==> config.mk <==
export PLATFORM = sky130hd
export DESIGN_NAME = pixel_write_ctrl
export DESIGN_NICKNAME = d
export VERILOG_FILES = /design/src/rtl/pixel_write_ctrl.sv
export SDC_FILE = /design/constraint.sdc
export NUM_CORES = 1
export LEC_CHECK = 0
export ABC_CLOCK_PERIOD_IN_PS = 4600
export BUFFER_PORTS_ARGS = -buffer_cell sky130_fd_sc_hd__buf_2
export CAP_MARGIN = 30
export CORE_MARGIN = 5
export CORE_UTILIZATION = 24
export DETAILED_ROUTE_END_ITERATION = 8
export GPL_TIMING_DRIVEN = 0
export RECOVER_POWER = 100
export SLEW_MARGIN = 0
export SYNTH_ARGS = -nofsm -noshare
export SYNTH_HDL_FRONTEND = slang
export SYNTH_SLANG_ARGS = --single-unit
==> constraint.sdc <==
create_clock -name clk -period 4.6 [get_ports clk]
set_clock_uncertainty 0.2 [all_clocks]
set_input_delay 0.46 -clock clk [delete_from_list [all_inputs] [get_ports clk]]
set_output_delay 0.46 -clock clk [all_outputs]
set_load 0.05 [all_outputs]
==> src/rtl/pixel_write_ctrl.sv <==
// rtl/pixel_write_ctrl.sv - pixel stream consumer: FIFO, clip, linear address, SRAM write
//
// Purpose: buffers {X,Y} pixel addresses from the primitive generators together with the
// colour sampled at push, discards off-screen points, writes in-range points to the
// framebuffer SRAM through a req/ack port and pulses write_done once a primitive is committed.
//
// Ports:
//   clk, n_rst            clock, asynchronous active-low reset
//   pix_addr[18:0]        {X[9:0], Y[8:0]} pixel address
//   pix_valid/pix_ready   pixel handshake, transfer when both high
//   prim_done             1-cycle pulse, generator emitted its last pixel
//   color[COLOR_W-1:0]    pixel colour, captured with the pixel
//   mem_req/mem_ack       SRAM write handshake, req held until ack
//   mem_addr, mem_wdata   registered SRAM write address (Y*H_RES+X) and data
//   write_done            1-cycle pulse, primitive fully committed
//   clip_cnt[15:0]        saturating count of clipped pixels
module pixel_write_ctrl #(
  parameter int FIFO_DEPTH = 4,
  parameter int COLOR_W    = 8,
  parameter int H_RES      = 640,
  parameter int V_RES      = 480
) (
  input  logic               clk,
  input  logic               n_rst,
  input  logic [18:0]        pix_addr,
  input  logic               pix_valid,
  output logic               pix_ready,
  input  logic               prim_done,
  input  logic [COLOR_W-1:0] color,
  output logic               mem_req,
  output logic [18:0]        mem_addr,
  output logic [COLOR_W-1:0] mem_wdata,
  input  logic               mem_ack,
  output logic               write_done,
  output logic [15:0]        clip_cnt
);

  localparam int PTR_W = $clog2(FIFO_DEPTH);
  localparam int ENT_W = 19 + COLOR_W;
  localparam logic [10:0] H_LIM  = 11'(H_RES);
  localparam logic [9:0]  V_LIM  = 10'(V_RES);
  localparam logic [18:0] H_MULT = 19'(H_RES);
  localparam logic [PTR_W:0] CNT_FULL = (PTR_W+1)'(FIFO_DEPTH);
  localparam logic [PTR_W:0] CNT_ONE  = (PTR_W+1)'(1);

  typedef enum logic [1:0] {IDLE, LOAD, WRITE, DONE} state_t;

  state_t             state;
  logic [ENT_W-1:0]   fifo_mem [FIFO_DEPTH];
  logic [PTR_W-1:0]   wr_ptr;
  logic [PTR_W-1:0]   rd_ptr;
  logic [PTR_W:0]     count;
  logic               ready_en;
  logic               done_pending;

  logic               full;
  logic               empty;
  logic               push;
  logic               pop;
  logic [ENT_W-1:0]   head;
  logic [9:0]         head_x;
  logic [8:0]         head_y;
  logic [COLOR_W-1:0] head_c;
  logic               clipped;
  logic [18:0]        lin_addr;

  assign full  = (count == CNT_FULL);
  assign empty = (count == '0);
  // ready_en keeps pix_ready low while reset is held and releases it on the first clock after.
  assign pix_ready = ready_en & ~full;
  assign push  = pix_valid & pix_ready;
  assign pop   = (state == LOAD) & ~empty;

  assign head     = fifo_mem[rd_ptr];
  assign head_x   = head[ENT_W-1 -: 10];
  assign head_y   = head[COLOR_W +: 9];
  assign head_c   = head[COLOR_W-1:0];
  // Negative generator coordinates wrap to large unsigned values and fall out here too.
  assign clipped  = ({1'b0, head_x} >= H_LIM) || ({1'b0, head_y} >= V_LIM);
  assign lin_addr = 19'(head_y) * H_MULT + 19'(head_x);

  always_ff @(posedge clk) begin
    if (push) begin
      fifo_mem[wr_ptr] <= {pix_addr, color};
    end
  end

  always_ff @(posedge clk or negedge n_rst) begin
    if (!n_rst) begin
      wr_ptr   <= '0;
      rd_ptr   <= '0;
      count    <= '0;
      ready_en <= 1'b0;
    end else begin
      ready_en <= 1'b1;
      if (push) wr_ptr <= wr_ptr + PTR_W'(1);
      if (pop)  rd_ptr <= rd_ptr + PTR_W'(1);
      case ({push, pop})
        2'b10:   count <= count + CNT_ONE;
        2'b01:   count <= count - CNT_ONE;
        default: count <= count;
      endcase
    end
  end

  always_ff @(posedge clk or negedge n_rst) begin
    if (!n_rst) begin
      state        <= IDLE;
      mem_req      <= 1'b0;
      mem_addr     <= '0;
      mem_wdata    <= '0;
      write_done   <= 1'b0;
      clip_cnt     <= '0;
      done_pending <= 1'b0;
    end else begin
      write_done <= 1'b0;
      case (state)
        IDLE: begin
          if (done_pending && empty) begin
            state        <= DONE;
            write_done   <= 1'b1;
            done_pending <= 1'b0;
          end else if (!empty) begin
            state <= LOAD;
          end
        end
        LOAD: begin
          if (empty) begin
            state <= IDLE;
          end else if (clipped) begin
            if (clip_cnt != 16'hFFFF) clip_cnt <= clip_cnt + 16'd1;
            // Fall back to IDLE when the clipped entry was the last one so the
            // completion check gets a chance to run.
            if (count == CNT_ONE) state <= IDLE;
          end else begin
            mem_addr  <= lin_addr;
            mem_wdata <= head_c;
            mem_req   <= 1'b1;
            state     <= WRITE;
          end
        end
        WRITE: begin
          if (mem_ack) begin
            mem_req <= 1'b0;
            state   <= empty ? IDLE : LOAD;
          end
        end
        default: begin
          state <= IDLE;
        end
      endcase
      // A new prim_done wins over the clear in IDLE so a back-to-back primitive is not lost.
      if (prim_done) done_pending <= 1'b1;
    end
  end

endmodule

* Yosys cells after proc, flatten, opt, wreduce, memory -nomap -nowiden *
Memory sizes are Yosys's and may differ from the RTL's.
Index checks and enable logic that the tools add are counted.

word-level totals
  bits of input ports = 32
  memories = 1
  RAM bits = 108
  logic and storage cells = 72
  bits in read-only memories = 0
  bits in registers = 56
  output and inout port bits = 46
  latch bits = 0

operators by class
  mux-type cells = 20
  equality and inequality tests = 12
  reductions and logical operators = 13
  multiply operators = 1
  bitwise gates (word level) = 6
  div/mod/pow operators = 0
  shifts and indexed selects = 0
  $add $sub $neg = 6
  magnitude comparators = 2

memories
  name      depth  bits a word  rd ports  clocked after Yosys merged registers in  write ports  RTL line  RTL
  fifo_mem  4      27           1         0                                        1            49        logic [ENT_W-1:0] fifo_mem [FIFO_DEPTH];

operators by type and width
  operator                                                             count
  19-bit by 10-bit adder with 19-bit output                            1
  16-bit by 1-bit adder with 16-bit output, second input constant      1
  16-bit != test, second input constant                                1
  9-bit by 3-bit multiplier with 12-bit output, second input constant  1
  2-bit 2-to-1 mux                                                     6
  1-bit 2-to-1 mux                                                     11
  10-bit >= comparator, second input constant                          1
  9-bit >= comparator, second input constant                           1
  4-bit AND reduction                                                  2
  2-bit nonzero test                                                   4
  2-bit != test, second input constant                                 3
  2-bit case mux with 3 select lines                                   1
  3-bit case mux with 2 select lines                                   1
  3-bit AND reduction                                                  2
  2-bit by 1-bit adder with 2-bit output, second input constant        2
  2-bit by 1-bit == test with 1-bit output, second input constant      2
  2-bit == test, second input constant                                 2
  4-bit by 3-bit != test with 1-bit output, second input constant      1
  3-bit by 1-bit adder with 3-bit output, second input constant        1
  1-bit bitwise AND                                                    3
  3-bit by 1-bit == test with 1-bit output, second input constant      1
  3-bit == test, second input constant                                 1
  3-bit zero test                                                      1
  3-bit != test, second input constant                                 1
  other kinds (7)                                                      9

* Depth between registers and ports, before layout *
Gate-level depths: netlist of run 1.

  depth after elaboration = 6
  depth in mapped cells = 12
  gate-level depth less buffers = 10

* Worst setup path after synthesis of run 1 *
No wires, ideal clock.

  kind = reg2reg
  start point = register rd_ptr[0]
  end point = register mem_addr[17]
  clock period less this slack = 4011 ps
  library setup time = 82 ps
  data required time = 4318 ps
  buffers on the path = 2
  arrival = 3729 ps
  slack = 589 ps
  stages on the path, launching flop included = 12
  cells stage by stage = dfrtp_1 buf_4 buf_2 mux4_2 ha_1 ha_1 fa_1 xor2_2 o2111ai_2 or4_4 a211o_1 a31oi_1

on the way
  word-level cells in the longest chain between the ends = 5
  elaborated cells between the ends (all ways) = 8
  classes of those cells = add/sub: 1; mul: 1; order compare: 2; bitwise: 1; reduce/logical: 2; memory: 1

RTL lines
  what                                                                                               RTL line  RTL
  from (decl)                                                                                        51        logic [PTR_W-1:0] rd_ptr;
  from (signal assigned)                                                                             97        if (pop) rd_ptr <= rd_ptr + PTR_W'(1);
  memory read 4 x 27 bit *                                                                           --
  parallel branches: the longest is 4 deep, another holds 19-bit by 10-bit adder with 19-bit output  --
  to (signal assigned)                                                                               136       mem_addr <= lin_addr;
  to (decl)                                                                                          31        output logic [18:0] mem_addr,

Every way passes the cells marked *.
A chain may end at the register's enable or synchronous reset.

* Worst setup path in the final report of run 1 *
Same ends and word-level chain as after synthesis.

==> results of run 1 <==
[flip-flops by register name, summed over array words and instances, names as in the netlist]
| name | cells |
|---|---|
| rd_ptr | 2 |
| mem_wdata | 8 |
| fifo_mem | 108 |
| state | 2 |
| done_pending | 1 |
| write_done | 1 |
| ready_en | 1 |
| mem_req | 1 |
| mem_addr | 19 |
| count | 3 |
| wr_ptr | 2 |
| clip_cnt | 16 |
[worst max-delay path: stages (launching register included)]
cell and delay, ns:
sky130_fd_sc_hd__dfrtp_1 0.38, sky130_fd_sc_hd__buf_4 0.36, sky130_fd_sc_hd__mux4_2 0.61, sky130_fd_sc_hd__ha_1 0.30
sky130_fd_sc_hd__ha_1 0.24, sky130_fd_sc_hd__fa_1 0.44, sky130_fd_sc_hd__xor2_1 0.29, sky130_fd_sc_hd__o2111ai_1 0.21
sky130_fd_sc_hd__or4_4 0.59, sky130_fd_sc_hd__a211o_1 0.28, sky130_fd_sc_hd__a31oi_1 0.15
[stage by stage]
| stage | hold WS (ns) | instances | util (%) | instance area, um2 |
|---|---|---|---|---|
| after detailed placement | 0.271 | 884 | 27.4 | 7860 |
| after CTS | 0.0191 | 917 | 29.5 | 8480 |
| after floorplan | -0.0356 | 423 | - | 6990 |
| after global placement | 0.269 | 884 | 27.4 | 7860 |
| final | 0.0410 | 915 | 29.1 | 8340 |
| after global routing | 0.0340 | 915 | 29.1 | 8340 |
[worst paths after layout]
kind                                               start                        to
worst max-delay path               rd_ptr[0]$_DFFE_PN0P_  mem_addr[17]$_DFFE_PN0P_
worst min-delay path                           prim_done  done_pending$_DFFE_PN0P_
worst max register to register     rd_ptr[0]$_DFFE_PN0P_  mem_addr[17]$_DFFE_PN0P_
worst min register to register  mem_addr[16]$_DFFE_PN0P_  mem_addr[16]$_DFFE_PN0P_
max in group asynchronous                          n_rst     wr_ptr[1]$_DFFE_PN0P_
min in group asynchronous                          n_rst  clip_cnt[10]$_DFFE_PN0P_
[where the power goes]
group | switching, mW | total, mW | internal [mW] | leakage [nW]
registers | 0.147 | 2.03 | 1.89 | 1.67
clock network | 0.664 | 1.44 | 0.779 | 0.287
logic | 1.93 | 3.07 | 1.15 | 1.05
total | 2.74 | 6.55 | 3.81 | 3.01
[repair_timing]
item	CTS	global route
setup endpoints to repair	0	2
hold buffers	1	0
endpoints found under the hold margin	56	0
[routing by layer]
layer  GRT usage, %  part of all wire [%]
met1           12.1                    46
met2           14.0                    47
met3           3.51                   5.6
met4           2.81                   1.2
met5              0                 0.077
[kinds of logic after synthesis]
kind of cell	synth area share, %
compound gates	5.05
xor+xnor	3.87
fa+ha+maj	5.41
buf+inv	1.58
flops	66.5
mux	11.4
other cells	0.0537
simple gates	6.18
[cell usage in the layout (no fill, tap or decap), drive strengths merged, types with 6 or more instances in the layout]
cell type and instances:
nor2 6, clkbuf 98, mux2 16, o21ai 18, edfxtp 108, buf 6
and3 10, nand4 7, nand2 26, xor2 9, dfrtp 56, ha 27
mux4 27, nand3 12, inv 21, xnor2 21
[layout make-up]
class / count / share of cell area [%]
clock inverters: 15 / 2.17
plain buffers: 10 / 0.525
flip-flops and latches: 164 / 55.7
clock buffers: 17 / 5.10
multi-input cells: 234 / 26.6
repair buffers: 78 / 3.64
inverters: 13 / 0.585
well taps: 384 / 5.76
==> results by group, run 1 <==
Run
  – Max Cap Violations: 3

Finish
  – Antenna Diode Count: 0
  – Share of post-route cells with drive strength above 1: 16.8%
  – Storage cell area: 0.00464 mm2
  – Final-stage net count: 579
  – Area grow syn2layout: 19.4%
  – Number of fillers in the final layout: 2,978
  – Multi-input gate area: 0.00222 mm2

Clock network
  – Worst-path clk slew: 0.07 ns
  – Cts repair resizes: 0
  – Max clock buf depth: 2
  – # H-tree levels: 4
  – Clk Tree Root Cell: sky130_fd_sc_hd__clkbuf_16
  – Number of buffers inserted to repair setup after CTS: 0
  – Total clock sinks: 164
  – Number of buffers created by CTS: 17
  – Skew-Pair Late Insertion Delay: 0.44 ns
  – Clock tree from TritonCTS: built

Logic synthesis
  – Synth Instances: 423
  – Number of flops mapped to enable cells by yosys: 108
  – Top cells by area, synth: sky130_fd_sc_hd__edfxtp_1 46%, sky130_fd_sc_hd__dfrtp_1 20%, sky130_fd_sc_hd__mux4_2 8.7%, sky130_fd_sc_hd__ha_1 4.8%, sky130_fd_sc_hd__xnor2_1 2.6%
  – Average cell area after synthesis: 16.5 um2
  – Ys flop type: sky130_fd_sc_hd__edfxtp_1
  – Nets in the synthesized netlist: 484
  – Area share of the leading cell type in the synthesized netlist: 46.4%
  – Largest area contributor in the synthesized netlist: sky130_fd_sc_hd__edfxtp_1
  – List of most frequent post-synthesis cells: 108 x sky130_fd_sc_hd__edfxtp_1, 56 x sky130_fd_sc_hd__dfrtp_1, 27 x sky130_fd_sc_hd__ha_1, 27 x sky130_fd_sc_hd__mux4_2, 26 x sky130_fd_sc_hd__nand2_1
  – Post-synthesis cell area: 0.00699 mm2
  – Portion of the post-synthesis area used by sequential elements: 66.5%
  – Synth cell types: 55
  – Leading cell type by number of instances after synthesis: sky130_fd_sc_hd__edfxtp_1
  – Post-synthesis async set-or-reset flop share: 34.1%
  – Warnings, synthesis: 0
  – Synthesis-stage register bit count: 164

Floorplanning
  – Area of the die: 0.0326 mm2
  – Total number of placement rows: 62
  – Starting Density: 24.4%
  – Chip width: 181 um
  – Boundary pin count: 78
  – Height of the chip: 181 um
  – Floorplan core area: 0.0287 mm2

GRT
  – Overall fraction of global-route tracks in use: 9.15%
  – Via count of the first global-routing pass: 3,986
  – Maximum number of pins on one net before global-route repair: 57
  – Total global routing overflow: 0
  – First-pass GRT wire length: 22,800 um
  – Initial antenna violation count: 1

Worst setup path
  – WP data arrival: 4.28 ns
  – Critical path fanouts, max: 19
  – Category of the worst setup path launch point: register
  – Crit end category: register
  – Slack of the worst reg-to-reg path: 0.47 ns
  – Required time of the critical path: 4.76 ns
  – Path type of the worst setup path: register to register
  – Number of cells on the worst reg-to-reg path: 10

Pwr
  – Sum of internal, switching and leakage power: 6.55 mW
  – Worst ir drop on vdd: 0.313 mV
  – Cell leakage power: 3.01 nW
  – Total power per unit cell area: 785 mW/mm2

STA
  – Worst-case setup margin in the final layout: 0.472 ns
  – Slew headroom: -3.35%
  – Actual transition at the worst max-transition pin: 1.55 ns
  – Unrepaired setup endpoints after global routing: false
  – Final-layout setup total negative slack: 0 ns
  – Final clock period utilization by the worst path: 89.7%
  – Final min period: 4.13 ns
  – Total setup violations reported at the end of the flow: 0
  – Max-slew violation total from the final report: 113
  – Maximum achievable frequency: 0.242 GHz
  – Hold Violations, Final: 0

Placement
  – Worst Setup Slack post-DPL: 0.130 ns
  – Routability congestion estimate: 0.717
  – Input/output buffers: 77
  – HPWL after detailed placement: 9560 um

Detailed routing
  – DR vias: 3,798
  – Via-per-instance ratio: 4.15
  – Iter 0 DRT Violations: 221
  – Mean routed wirelength per cell: 15.7 um
  – Routed Antenna Nets: 0
  – Detailed-routing iteration count for the pre-antenna-repair pass: 4
  – Post-Route WL: 14,300 um
  – Post-route DRC: 0

Worst hold path
  – Number of cells on the worst hold path: 2
  – Classification of the worst-slack hold path: input port to register

Run status
  – Violations in the final reports: capacitance limit, slew limit
  – Run status: complete, but fails checks
No activity file was read; power rests on OpenSTA's default activity.
==> run 2, diff against run 1 <==
--- a/config.mk
+++ b/config.mk
@@ -8,8 +8,10 @@
 export ABC_CLOCK_PERIOD_IN_PS = 4600
 export BUFFER_PORTS_ARGS = -buffer_cell sky130_fd_sc_hd__buf_2
 export CAP_MARGIN = 30
+export CORE_ASPECT_RATIO = 0.6
 export CORE_MARGIN = 5
 export CORE_UTILIZATION = 24
+export CTS_CLUSTER_DIAMETER = 80
 export DETAILED_ROUTE_END_ITERATION = 8
 export GPL_TIMING_DRIVEN = 0
 export RECOVER_POWER = 100
==> results by group, run 2 (synthesized netlist as in run 1, its figures left out) <==
Clock network
  – Cts repair resizes: 0 (unchanged)
  – # H-tree levels: 4 (unchanged)
  – Worst-path clk slew: 0.07 ns (about the same)
  – Clk Tree Root Cell: sky130_fd_sc_hd__clkbuf_16
  – Clock tree from TritonCTS: built
  – Max clock buf depth: 2 (unchanged)
  – Total clock sinks: 164 (unchanged)
  – Number of buffers inserted to repair setup after CTS: 0 (unchanged)
  – Number of buffers created by CTS: 17 (unchanged)
  – Skew-Pair Late Insertion Delay: 0.42 ns (-0.02 ns)

Finish
  – Commonest non-fill, non-tap cell in the layout: sky130_fd_sc_hd__edfxtp_1
  – Number of fillers in the final layout: 2,905 (-2.5%)
  – Top Registers: fifo_mem (108), mem_addr (19), clip_cnt (16)
  – Top register by number of flip-flops: fifo_mem
  – Finished Layout Cells: 906 (-0.98%)
  – Final-stage net count: 579 (unchanged)
  – Highest-count cells in the layout ignoring fill and taps: 108 x sky130_fd_sc_hd__edfxtp_1, 82 x sky130_fd_sc_hd__clkbuf_1, 56 x sky130_fd_sc_hd__dfrtp_1
  – Share of post-route cells with drive strength above 1: 16.6% (-0.19 points)
  – Number of flip-flops in the largest register: 108 (unchanged)
  – Area grow syn2layout: 19.3% (about the same)
  – Antenna Diode Count: 0 (unchanged)

GRT
  – Overall fraction of global-route tracks in use: 9.52% (+0.37 points)
  – Via count of the first global-routing pass: 4,057 (+1.8%)
  – Initial antenna violation count: 2 (+1)
  – Maximum number of pins on one net before global-route repair: 57 (unchanged)
  – First-pass GRT wire length: 23,700 um (+3.7%)
  – Total global routing overflow: 0 (unchanged)

STA
  – Final clock period utilization by the worst path: 92.3% (+2.6 points)
  – Worst hold slack: 0.0648 ns (+0.0238 ns)
  – Final min period: 4.25 ns (+0.118 ns)
  – Maximum achievable frequency: 0.236 GHz (-2.8%)
  – Hold Violations, Final: 0 (unchanged)
  – Slew headroom: -4.73% (-1.4 points)
  – Total setup violations reported at the end of the flow: 0 (unchanged)
  – Actual transition at the worst max-transition pin: 1.57 ns (+0.0207 ns)
  – Max-slew violation total from the final report: 113 (unchanged)
  – Final-layout setup total negative slack: 0 ns (unchanged)
  – Unrepaired setup endpoints after global routing: false

Worst setup path
  – CP max stage cell: sky130_fd_sc_hd__mux4_2
  – WP data arrival: 4.37 ns (+0.09 ns)
  – Dominant cell type by count on the critical path: sky130_fd_sc_hd__ha_1
  – Category of the worst setup path launch point: register
  – Crit end category: register
  – Largest delay contributor family on the critical path: compound AO/OA/AOI/OAI gates
  – Path type of the worst setup path: register to register
  – Buf+Inv Stages, Crit Path: 1 (unchanged)
  – Cell chain of the critical path: buf_4 > mux4_2 > ha_1 > ha_1 > fa_1 > a211oi_1 > o21ai_0 > a221oi_2 > and3_1 > a31oi_1 > o31ai_1
  – Critical path fanouts, max: 19 (unchanged)
  – Required time of the critical path: 4.72 ns (-0.04 ns)
  – CP max stage delay: 0.62 ns (about the same)

Floorplanning
  – Chip width: 230 um (+27%)
  – Starting Density: 24.3% (about the same)
  – Boundary pin count: 78 (unchanged)
  – Total number of placement rows: 48 (-23%)
  – Floorplan core area: 0.0287 mm2 (about the same)
  – Height of the chip: 142 um (-21%)
  – Area of the die: 0.0327 mm2 (+0.34%)

Placement
  – Input/output buffers: 77 (unchanged)
  – HPWL after detailed placement: 10,300 um (+7.4%)
  – Routability congestion estimate: 0.748 (+4.3%)
  – Instance count after placement with tap cells included: 875 (-1.0%)

Detailed routing
  – Iter 0 DRT Violations: 233 (+5.4%)
  – Detailed-routing iteration count for the pre-antenna-repair pass: 4 (unchanged)
  – Mean routed wirelength per cell: 16.3 um (+3.8%)
  – Routed Antenna Nets: 0 (unchanged)
  – Post-Route WL: 14,700 um (+2.8%)
  – Via-per-instance ratio: 4.22 (+1.6%)
  – Post-route DRC: 0 (unchanged)
  – DR vias: 3,821 (+0.61%)

Pwr
  – Internal Dissipation: 3.88 mW (+1.8%)
  – Total power per unit cell area: 793 mW/mm2 (+0.96%)
  – Clk network pwr share: 21.9% (about the same)
  – Worst ir drop on vdd: 0.287 mV (-8.2%)
  – Cell leakage power: 3.02 nW (+0.17%)
  – Sw frac: 41.3% (-0.51 points)
  – Combinational Power Share: 47.4% (+0.5 points)
  – Sequential share of power: 30.7% (-0.4 points)
  – Reported net switching power: 2.73 mW (-0.36%)

Run
  – Max Cap Violations: 3 (unchanged)

Run status
  – Run status: complete, but fails checks
  – Violations in the final reports: capacitance limit, slew limit

Worst hold path
  – Classification of the worst-slack hold path: input port to register
-- run 2: cell count changes in the layout (fill, tap and decap cells not counted), moves of 2 or more --
| cell | previous run | this run |
|---|---|---|
| sky130_fd_sc_hd__clkinv_8 | 3 | 0 |
| sky130_fd_sc_hd__clkbuf_1 | 80 | 82 |
| sky130_fd_sc_hd__clkinvlp_4 | 3 | 1 |
| sky130_fd_sc_hd__inv_6 | 4 | 6 |
-- run 2: final timing paths --
| path | start | end | slack, ns | cells past startpoint |
|---|---|---|---|---|
| min in group asynchronous | n_rst | mem_addr[0]$_DFFE_PN0P_ | 0.75 | 2 |
| max reg2reg | rd_ptr[0]$_DFFE_PN0P_ | mem_addr[18]$_DFFE_PN0P_ | 0.35 | 11 |
| max | rd_ptr[0]$_DFFE_PN0P_ | mem_addr[18]$_DFFE_PN0P_ | 0.35 | 11 |
| min reg2reg | mem_addr[18]$_DFFE_PN0P_ | mem_addr[18]$_DFFE_PN0P_ | 0.28 | 2 |
| min | mem_ack | mem_req$_DFFE_PN0P_ | 0.06 | 2 |
| max in group asynchronous | n_rst | mem_addr[15]$_DFFE_PN0P_ | 2.49 | 2 |
-- run 2: per-layer routing --
layer / GRT usage [%] / wire length [um] / up-vias
li1: - / - / 1831
met1: 12.9 / 7220 / 1932
met2: 14.3 / 6580 / 42
met3: 3.61 / 758 / 12
met4: 2.83 / 166 / 4
met5: 0 / 24 / -
-- run 2: repair_timing --
action / 4_1_cts / 5_1_grt
hold buffers: 1 / 0
setup endpoints to repair: 0 / 3
hold endpoints to repair: 56 / 0
-- run 2: per-stage QoR --
stage | power [mW] | instance area (um2) | worst slack [ns] | utilization, %
floorplan | 4.57 | 6990 | 0.589 | -
global placement | 5.27 | 7840 | 0.138 | 27.3
detailed placement | 5.32 | 7850 | 0.152 | 27.3
CTS | 6.78 | 8460 | 0.113 | 29.5
global route | 7.13 | 8340 | 0.0114 | 29.0
finish | 6.61 | 8340 | 0.354 | 29.0
-- run 2: cell type report --
cell class	instances	area [um2]	area share, %
buffer	10	43.8	0.525
clock buffer	20	447	5.36
clock inverter	12	154	1.85
inverter	13	48.8	0.585
multi-input combinational	234	2230	26.7
sequential	164	4640	55.7
tap	375	469	5.63
timing repair buffer	78	304	3.65
-- run 2: power by group through the flow --
stage               Combinational (mW)  Clock (mW)  Sequential, mW
finish                            3.13        1.45            2.03
global placement                  3.22           0            2.05
floorplan                         2.03           0            2.53
global route                      3.51        1.55            2.06
detailed placement                3.26           0            2.05
CTS                               3.27        1.49            2.02
==> run 3, diff against run 2 <==
--- a/config.mk
+++ b/config.mk
@@ -14,6 +14,7 @@
 export CTS_CLUSTER_DIAMETER = 80
 export DETAILED_ROUTE_END_ITERATION = 8
 export GPL_TIMING_DRIVEN = 0
+export PLACE_DENSITY = 0.37
 export RECOVER_POWER = 100
 export SLEW_MARGIN = 0
 export SYNTH_ARGS = -nofsm -noshare
==> results by group, run 3 (synthesized netlist as in run 1, its figures left out) <==
Worst setup path
  – Critical path fanouts, max: 19 (unchanged)
  – WP data arrival: 4.32 ns (-0.05 ns)
  – Path type of the worst setup path: register to register
  – Category of the worst setup path launch point: register
  – Required time of the critical path: 4.75 ns (+0.03 ns)
  – Crit end category: register

Finish
  – Share of post-route cells with drive strength above 1: 16.9% (+0.34 points)
  – Highest-count cells in the layout ignoring fill and taps: 108 x sky130_fd_sc_hd__edfxtp_1, 80 x sky130_fd_sc_hd__clkbuf_1, 56 x sky130_fd_sc_hd__dfrtp_1
  – Top register by number of flip-flops: fifo_mem
  – Number of flip-flops in the largest register: 108 (unchanged)
  – Commonest non-fill, non-tap cell in the layout: sky130_fd_sc_hd__edfxtp_1
  – Area grow syn2layout: 19.5%
  – Final-stage net count: 580 (+0.17%)
  – Number of fillers in the final layout: 2,885 (-0.69%)
  – Top Registers: fifo_mem (108), mem_addr (19), clip_cnt (16)
  – Finished Layout Cells: 907 (+0.11%)
  – Antenna Diode Count: 0 (unchanged)

STA
  – Actual transition at the worst max-transition pin: 3.01 ns (+1.44 ns)
  – Final-layout setup total negative slack: 0 ns (unchanged)
  – Final clock period utilization by the worst path: 90.8% (-1.5 points)
  – Slew headroom: -101% (-96 points)
  – Worst-case setup margin in the final layout: 0.424 ns (+0.0695 ns)
  – Hold Violations, Final: 0 (unchanged)
  – Total setup violations reported at the end of the flow: 0 (unchanged)
  – Maximum achievable frequency: 0.239 GHz (+1.7%)
  – Unrepaired setup endpoints after global routing: false
  – Max-slew violation total from the final report: 169 (+50%)
  – Final min period: 4.18 ns (-0.0695 ns)

Run status
  – Run status: complete, but fails checks
  – Violations in the final reports: capacitance limit, slew limit

Floorplanning
  – Total number of placement rows: 48 (unchanged)
  – Chip width: 230 um (unchanged)
  – Height of the chip: 142 um (unchanged)
  – Boundary pin count: 78 (unchanged)
  – Starting Density: 24.3% (unchanged)
  – Area of the die: 0.0327 mm2 (unchanged)
  – Floorplan core area: 0.0287 mm2 (unchanged)

Clock network
  – Clock tree from TritonCTS: built
  – Skew-Pair Late Insertion Delay: 0.43 ns (about the same)
  – Number of buffers inserted to repair setup after CTS: 0 (unchanged)
  – # H-tree levels: 4 (unchanged)
  – Total clock sinks: 164 (unchanged)
  – Worst-path clk slew: 0.07 ns (about the same)
  – Clk Tree Root Cell: sky130_fd_sc_hd__clkbuf_16
  – Number of buffers created by CTS: 17 (unchanged)
  – Max clock buf depth: 2 (unchanged)

GRT
  – First-pass GRT wire length: 25,100 um (+6.1%)
  – Overall fraction of global-route tracks in use: 10.3% (+0.77 points)
  – Via count of the first global-routing pass: 4,322 (+6.5%)
  – Total global routing overflow: 0 (unchanged)
  – Initial antenna violation count: 3 (+1)
  – Maximum number of pins on one net before global-route repair: 57 (unchanged)

Detailed routing
  – Iter 0 DRT Violations: 134 (-42%)
  – DR vias: 3,862 (+1.1%)
  – Mean routed wirelength per cell: 17.6 um (+8.2%)
  – Via-per-instance ratio: 4.26 (+0.96%)
  – Post-route DRC: 0 (unchanged)
  – Detailed-routing iteration count for the pre-antenna-repair pass: 6 (+2)
  – Routed Antenna Nets: 0 (unchanged)
  – Post-Route WL: 16,000 um (+8.3%)

Run
  – Max Cap Violations: 5 (+2)

Placement
  – Instance count after placement with tap cells included: 876 (+0.11%)
  – Routability congestion estimate: 0.696 (-7.0%)
  – HPWL after detailed placement: 11,000 um (+6.7%)
  – Input/output buffers: 77 (unchanged)
  – Worst Setup Slack post-DPL: 0.0315 ns (-0.120 ns)

Pwr
  – Worst ir drop on vdd: 0.249 mV (-13%)
  – Total power per unit cell area: 798 mW/mm2 (+0.72%)
  – Cell leakage power: 3.02 nW (about the same)

Worst hold path
  – Classification of the worst-slack hold path: input port to register
[run 3: cell types whose count changed in the layout (fill, tap and decap cells not counted), sizes merged]
cell | previous run | this run
clkinvlp | 1 | 3
clkbuf | 101 | 98
buf | 6 | 7
inv | 22 | 20
clkinv | 0 | 2
clkdlybuf4s25 | 0 | 1
[run 3: power by group]
group | leakage (nW) | switching (mW) | total [mW] | internal (mW)
clock | 0.288 | 0.624 | 1.46 | 0.832
combinational | 1.06 | 2.02 | 3.18 | 1.16
sequential | 1.67 | 0.149 | 2.04 | 1.89
[run 3: critical path, cell delays in order (launching register included)]
cell and delay [ns]:
sky130_fd_sc_hd__dfrtp_1 0.38, sky130_fd_sc_hd__buf_6 0.29, sky130_fd_sc_hd__mux4_2 0.62, sky130_fd_sc_hd__ha_1 0.32, sky130_fd_sc_hd__ha_1 0.24, sky130_fd_sc_hd__fa_1 0.44, sky130_fd_sc_hd__xor2_1 0.33, sky130_fd_sc_hd__o2111ai_2 0.22
sky130_fd_sc_hd__or4_4 0.60, sky130_fd_sc_hd__a211o_1 0.29, sky130_fd_sc_hd__a31oi_1 0.17
[run 3: layout make-up]
cell class | instances | area [um2] | area share [%]
Timing Repair Buffer | 79 | 317 | 3.79
Sequential cell | 164 | 4640 | 55.6
Tap cell | 375 | 469 | 5.62
Buffer | 10 | 47.5 | 0.569
Multi-Input combinational cell | 234 | 2220 | 26.6
Clock inverter | 14 | 166 | 1.99
Clock buffer | 18 | 439 | 5.26
Inverter | 13 | 48.8 | 0.584
[run 3: layer usage]
metal	up-vias	track usage, %	share of wire, %
li1	1819	-	-
met1	1979	13.3	47
met2	40	16.7	47
met3	18	3.19	3.8
met4	6	3.27	1.3
met5	-	0	0.29
[run 3: worst paths after layout]
path	start	to	slack, ns	cells past startpoint
max	rd_ptr[0]$_DFFE_PN0P_	mem_addr[17]$_DFFE_PN0P_	0.42	10
min	prim_done	done_pending$_DFFE_PN0P_	0.04	2
max reg2reg	rd_ptr[0]$_DFFE_PN0P_	mem_addr[17]$_DFFE_PN0P_	0.42	10
min reg2reg	mem_addr[16]$_DFFE_PN0P_	mem_addr[16]$_DFFE_PN0P_	0.28	2
max in group asynchronous	n_rst	wr_ptr[1]$_DFFE_PN0P_	0.85	3
min in group asynchronous	n_rst	mem_addr[15]$_DFFE_PN0P_	1.65	3
[run 3: through the flow]
step | power, mW | area, um2 | hold slack, ns | utilization [%]
after floorplan | 4.57 | 6990 | -0.0356 | -
after global placement | 5.33 | 7840 | 0.264 | 27.3
after detailed placement | 5.39 | 7880 | 0.265 | 27.4
after CTS | 6.88 | 8490 | 0.0187 | 29.6
after global routing | 7.17 | 8350 | 0.0316 | 29.1
final | 6.67 | 8350 | 0.0402 | 29.1
[run 3: timing repair]
action                                 4_1_cts  5_1_grt
setup endpoints to repair                    0        3
resized for setup                            0        1
hold buffers                                 1        0
endpoints found under the hold margin       56        0
